[config.mk]
export PLATFORM = sky130hd
export DESIGN_NAME = tetris_playfield_flat
export DESIGN_NICKNAME = d
export VERILOG_FILES = /design/src/rtl/tetris_playfield_if.sv /design/src/rtl/tetris_playfield.sv /design/src/flat_wrapper.sv
export SDC_FILE = /design/constraint.sdc
export NUM_CORES = 2
export LEC_CHECK = 0
export ABC_CLOCK_PERIOD_IN_PS = 3430
export CAP_MARGIN = 30
export CORE_UTILIZATION = 50
export DETAILED_ROUTE_END_ITERATION = 6
export PLACE_DENSITY = 0.66
export SYNTH_ARGS = -nofsm -noshare
export SYNTH_HDL_FRONTEND = slang
export SYNTH_SLANG_ARGS = --single-unit
[constraint.sdc]
create_clock -name clk -period 3.43 [get_ports clk]
set_input_delay 0.343 -clock clk [delete_from_list [all_inputs] [get_ports clk]]
set_output_delay 0.343 -clock clk [all_outputs]
set_load 0.05 [all_outputs]
[src/rtl/tetris_playfield_if.sv]
// Display-read, piece-write and line-clear signals between the game logic and the playfield.
interface tetris_playfield_if #(parameter int TYPE_W = 3);
  logic [3:0]        rd_x;
  logic [4:0]        rd_y;
  logic [TYPE_W-1:0] rd_type;
  logic              wr_en;
  logic [3:0]        wr_x;
  logic [4:0]        wr_y;
  logic [TYPE_W-1:0] wr_type;
  logic              clear_start;
  logic              busy;
  logic              done;
  logic [4:0]        lines_cleared;
  logic [15:0]       total_lines;

  modport master (
    output rd_x, rd_y, wr_en, wr_x, wr_y, wr_type, clear_start,
    input  rd_type, busy, done, lines_cleared, total_lines
  );
  modport slave (
    input  rd_x, rd_y, wr_en, wr_x, wr_y, wr_type, clear_start,
    output rd_type, busy, done, lines_cleared, total_lines
  );
endinterface

[src/rtl/tetris_playfield.sv]
// 10x20 Tetris board store with a registered read port, single-cell writes
// and a bottom-up scan/shift engine that removes full rows.
module tetris_playfield #(
  parameter int WIDTH  = 10,
  parameter int HEIGHT = 20,
  parameter int TYPE_W = 3
) (
  input logic           clk,
  input logic           reset_n,
  tetris_playfield_if.slave pf
);
  localparam logic [1:0] S_IDLE  = 2'd0;
  localparam logic [1:0] S_SCAN  = 2'd1;
  localparam logic [1:0] S_SHIFT = 2'd2;
  localparam logic [1:0] S_DONE  = 2'd3;

  typedef logic [WIDTH-1:0][TYPE_W-1:0] row_t;

  row_t [HEIGHT-1:0] board;
  logic [1:0]        state;
  logic [4:0]        r;
  logic [4:0]        pass_cnt;
  logic              row_full;
  logic              wr_ok;
  logic              rd_ok;

  always_comb begin
    row_full = 1'b1;
    for (int c = 0; c < WIDTH; c++)
      if (board[r][c] == '0) row_full = 1'b0;
  end

  assign wr_ok = pf.wr_en && (state == S_IDLE) &&
                 (32'(pf.wr_x) < WIDTH) && (32'(pf.wr_y) < HEIGHT);
  assign rd_ok = (32'(pf.rd_x) < WIDTH) && (32'(pf.rd_y) < HEIGHT);

  assign pf.busy = (state != S_IDLE);
  assign pf.done = (state == S_DONE);

  // Shift and write are mutually exclusive: writes only land in IDLE.
  always_ff @(posedge clk or negedge reset_n) begin
    if (!reset_n) begin
      board <= '0;
    end else if (state == S_SHIFT) begin
      board[0] <= '0;
      for (int i = 1; i < HEIGHT; i++)
        if (i <= int'(r)) board[i] <= board[i-1];
    end else if (wr_ok) begin
      board[pf.wr_y][pf.wr_x] <= pf.wr_type;
    end
  end

  always_ff @(posedge clk or negedge reset_n) begin
    if (!reset_n) pf.rd_type <= '0;
    else          pf.rd_type <= rd_ok ? board[pf.rd_y][pf.rd_x] : '0;
  end

  always_ff @(posedge clk or negedge reset_n) begin
    if (!reset_n) begin
      state            <= S_IDLE;
      r                <= '0;
      pass_cnt         <= '0;
      pf.lines_cleared <= '0;
      pf.total_lines   <= '0;
    end else begin
      case (state)
        S_IDLE: if (pf.clear_start) begin
          state    <= S_SCAN;
          r        <= 5'(HEIGHT - 1);
          pass_cnt <= '0;
        end
        S_SCAN: begin
          if (row_full) begin
            state <= S_SHIFT;
          end else if (r == '0) begin
            // Latched on entry to DONE so the count is valid alongside the done pulse.
            state            <= S_DONE;
            pf.lines_cleared <= pass_cnt;
          end else begin
            r <= r - 5'd1;
          end
        end
        S_SHIFT: begin
          state          <= S_SCAN;
          pass_cnt       <= pass_cnt + 5'd1;
          pf.total_lines <= pf.total_lines + 16'd1;
        end
        S_DONE:  state <= S_IDLE;
        default: state <= S_IDLE;
      endcase
    end
  end
endmodule

[src/flat_wrapper.sv]
// flat-port wrapper written by rule: the top's interface ports become plain ports
module tetris_playfield_flat 
#(
  parameter int WIDTH  = 10,
  parameter int HEIGHT = 20,
  parameter int TYPE_W = 3
)
  (clk, reset_n, pf_rd_x, pf_rd_y, pf_wr_en, pf_wr_x, pf_wr_y, pf_wr_type, pf_clear_start, pf_rd_type, pf_busy, pf_done, pf_lines_cleared, pf_total_lines);
  tetris_playfield_if #(.TYPE_W(TYPE_W)) pf_i ();
  input logic clk;
  input logic reset_n;
  input wire logic [$bits(pf_i.rd_x)-1:0] pf_rd_x;
  input wire logic [$bits(pf_i.rd_y)-1:0] pf_rd_y;
  input wire logic [$bits(pf_i.wr_en)-1:0] pf_wr_en;
  input wire logic [$bits(pf_i.wr_x)-1:0] pf_wr_x;
  input wire logic [$bits(pf_i.wr_y)-1:0] pf_wr_y;
  input wire logic [$bits(pf_i.wr_type)-1:0] pf_wr_type;
  input wire logic [$bits(pf_i.clear_start)-1:0] pf_clear_start;
  output wire logic [$bits(pf_i.rd_type)-1:0] pf_rd_type;
  output wire logic [$bits(pf_i.busy)-1:0] pf_busy;
  output wire logic [$bits(pf_i.done)-1:0] pf_done;
  output wire logic [$bits(pf_i.lines_cleared)-1:0] pf_lines_cleared;
  output wire logic [$bits(pf_i.total_lines)-1:0] pf_total_lines;
  assign pf_i.rd_x = pf_rd_x;
  assign pf_i.rd_y = pf_rd_y;
  assign pf_i.wr_en = pf_wr_en;
  assign pf_i.wr_x = pf_wr_x;
  assign pf_i.wr_y = pf_wr_y;
  assign pf_i.wr_type = pf_wr_type;
  assign pf_i.clear_start = pf_clear_start;
  assign pf_rd_type = pf_i.rd_type;
  assign pf_busy = pf_i.busy;
  assign pf_done = pf_i.done;
  assign pf_lines_cleared = pf_i.lines_cleared;
  assign pf_total_lines = pf_i.total_lines;
  tetris_playfield #(.WIDTH(WIDTH), .HEIGHT(HEIGHT), .TYPE_W(TYPE_W)) u_core (.clk(clk), .reset_n(reset_n), .pf(pf_i));
endmodule
==> summary.txt <==
Port Buf Inserts: 50
Area after DPL: 37,800 um^2
Clk slew on worst S/H paths: 0.06 ns
Pre-CTS setup slack: -0.205 ns
Final Power: 22.4 mW
Global-route wire length before repair: 194 mm
Ant diodes: 0
DRC: 0
Vias per cell: 6.65
Final setup vio count: 0
Hold Slack: 0.314 ns
RSZ-0062 raised after global routing: false
Die Ht: 267 um
Fmax achieved: 300 MHz
Setup tns final: 0 ns
DR vias: 33,100
Initial antenna violation count: 3
Delay-heaviest family, CP: simple AND/OR/NAND/NOR gates
CP bufs+invs: 3
Non-filler cells, final: 4,970
Final Util: 0.583
CP max stage delay: 0.56 ns
Detailed router's first-iteration violation count: 4,480
Crit Path Max Fanout: 14
Slowest-stage cell, CP: dfrtp_4
Sw Share: 0.338
Max Slew Vio Count: 0
Final setup margin: 0.0964 ns
Power share of the clock group: 0.363
DP Wirelength: 84.6 mm
Met2 Track Usage GR: 0.529
Gpl congestion: 0.966
CTS Buf Count: 74
H-tree levels: 3
Worst hold path type: input pin to asynchronous set/reset pin
Sequential Power Share: 0.370
Met1 Use GR: 0.501
Largest net degree at the start of global routing: 131
Ys Warns: 0
Syn Area/Cell: 8.94 um^2
Ys flop type: dfrtp_1
Nets: 4,014
Clock tree buffer depth: 3
Rel. slew slack: 0.296
NetSw: 7.57 mW
Crit path DAT: 3.84 ns
Die width: 267 um
WL final: 128 mm
Sequential-to-total area share from yosys stat: 0.452
Synth Register Bits: 636
Core Region: 69,200 um^2
CTS tree: done
Final Cycle Share: 0.972
IO Count: 51
Worst Setup Start Kind: flip-flop
Clk root buf: clkbuf_16
1st-pass router iterations: 7
Clock skew: 0.0219 ns
Max cap viols: 0
Layout cells sized above 1: 0.133
Global Route Usage Sum: 0.357
Worst Path Class, Setup: flip-flop to flip-flop
Die Footprint: 71,500 um^2
Pint: 14.8 mW
Least-Margin Pin Slew: 1.06 ns
Part of the power in combinational logic: 0.267
Worst endpoint required time: 3.93 ns
Routed WL per cell: 25.7 um
Worst skew pair latency: 0.62 ns
Cell Chain, Critical Path: buf_4 -> nor4_1 -> nor3_1 -> o41ai_1 -> o21ai_1 -> nor4_2 -> buf_4 -> nor4_2 -> nand4_2 -> and3b_1 -> buf_12 -> mux2_4
Met3 Use GR: 0.0760
Synth cell types: 60
Post-synth EDFFs: 0
Area Growth Syn to Fin: 14.5%
Leakage: 17.0 nW
Grt ovf: 0
Synthesized netlist cell count: 3,940
Starting Density: 0.509
Vias in the first global route: 30,600
Ys async rst share: 1.00
Most used routing layer: met2
Mapped Area: 35,200 um^2
Status: completed
Synthesized net count: 3,972
Fin. Hold Viols: 0
Power per cell area: 556 nW/um^2
# rows: 96
Cells after DPL: 4,835
Max VDD drop: 0.519 mV
Finished Cell Area: 40,300 um^2
DRT antenna net count: 0
Final min period: 3.33 ns
Worst Setup End Kind: flip-flop
# clock sinks: 636
==> power by group through the flow <==
stage          logic [mW]  registers (mW)  clock network, mW
2_1_floorplan        3.16            8.30                  0
3_3_place_gp         5.67            8.40                  0
3_5_place_dp         5.72            8.40                  0
4_1_cts              5.76            8.27               8.19
5_1_grt              6.24            8.33               8.48
6_report             5.99            8.29               8.13
==> worst paths after layout <==
kind	start	end	slack, ns	depth (start not counted)
hold reg to reg	u_core.pf.total_lines[15]$_DFFE_PN0P_	u_core.pf.total_lines[15]$_DFFE_PN0P_	0.48	1
setup reg to reg	u_core.r[0]$_DFFE_PN0P_	u_core.pf.lines_cleared[2]$_DFFE_PN0P_	0.1	12
hold / removal	reset_n	u_core.board[351]$_DFFE_PN0P_	0.31	2
min in group clk	pf_rd_x[0]	u_core.pf.rd_type[2]$_DFF_PN0_	0.48	4
max in group asynchronous	reset_n	u_core.board[487]$_DFFE_PN0P_	2.21	3
setup / recovery	u_core.r[0]$_DFFE_PN0P_	u_core.pf.lines_cleared[2]$_DFFE_PN0P_	0.1	12
==> routing by layer <==
metal  up-vias  share of wire  routed length [um]
li1      14500              -                   -
met1     16100           0.39               50400
met2      2084           0.44               56500
met3       393           0.11               14200
met4         6          0.052                6700
met5         -        0.00031                  40
==> synth_stat cells (all sizes together) (12+ instances only) <==
cell type	count	area, um^2
nand3	18	90.1
nor4	105	657
nor2	805	3020
mux4	182	4100
a21oi	1347	6740
nor3	116	581
nand2b	12	75.1
mux2	14	176
o21ai	82	410
clkbuf	225	845
xnor2	13	114
dfrtp	636	15900
nand2	113	424
nor4b	29	254
buf	50	231
a211oi	15	113
mux2i	49	490
==> what timing repair did <==
action / CTS / global route
hold buffers: 1 / 0
endpoints found under the hold margin: 48 / 0
resized for setup: 1 / 9
pin swaps: 1 / 0
setup buffers: 0 / 0
gates cloned: 0 / 0
endpoints found under the setup margin: 6 / 7
==> cell usage in the layout (no fill, tap or decap), drive strengths merged, types with 3 or more instances in the layout <==
| cell type | count |
|---|---|
| o41ai | 7 |
| clkdlybuf4s50 | 44 |
| dfrtp | 636 |
| nor4b | 29 |
| mux2 | 14 |
| nand2b | 12 |
| a21oi | 1347 |
| nor2b | 7 |
| a31oi | 5 |
| nor3 | 116 |
| nand2 | 113 |
| nor2 | 805 |
| and2 | 4 |
| o22ai | 6 |
| or3 | 8 |
| o32ai | 4 |
| clkbuf | 115 |
| nand4 | 9 |
| or4 | 7 |
| clkinv | 10 |
| nor3b | 3 |
| bufinv | 4 |
| o31ai | 8 |
| nand3 | 18 |
| xnor2 | 13 |
| o221ai | 9 |
| or2 | 3 |
| nor4 | 105 |
| a221oi | 4 |
| a211oi | 15 |
| o21ai | 82 |
| mux2i | 49 |
| inv | 10 |
| buf | 196 |
| and3 | 4 |
| ha | 7 |
| mux4 | 182 |
==> flip-flops by register name, summed over array words and instances, names as in the netlist <==
signal	flops
u_core.pf.total_lines	16
u_core.pf.rd_type	3
u_core.state	2
u_core.pf.lines_cleared	5
u_core.board	600
u_core.r	5
u_core.pass_cnt	5
==> logic make-up (layout without fill, tap and decap cells) <==
| logic type | after synthesis | in the layout | synth area share |
|---|---|---|---|
| AOI/OAI and AO/OA | 1505 | 1505 | 0.220 |
| xor gates and xnor gates | 15 | 15 | 0.00373 |
| adders and majority gates | 7 | 7 | 0.00249 |
| buffers and inverters | 283 | 382 | 0.0314 |
| DFF | 636 | 636 | 0.452 |
| muxes | 245 | 245 | 0.135 |
| and+or+nand+nor | 1249 | 1249 | 0.155 |
==> layout make-up <==
class / count / area [um^2]
fillers: 6019 / 28900
multi-input cells: 3021 / 18300
flip-flops and latches: 636 / 15900
repair buffers: 241 / 2440
clock buffers: 115 / 2250
well taps: 931 / 1160
clock inverters: 18 / 203
inverters: 8 / 30.0
No activity file was read; power rests on OpenSTA's default activity.
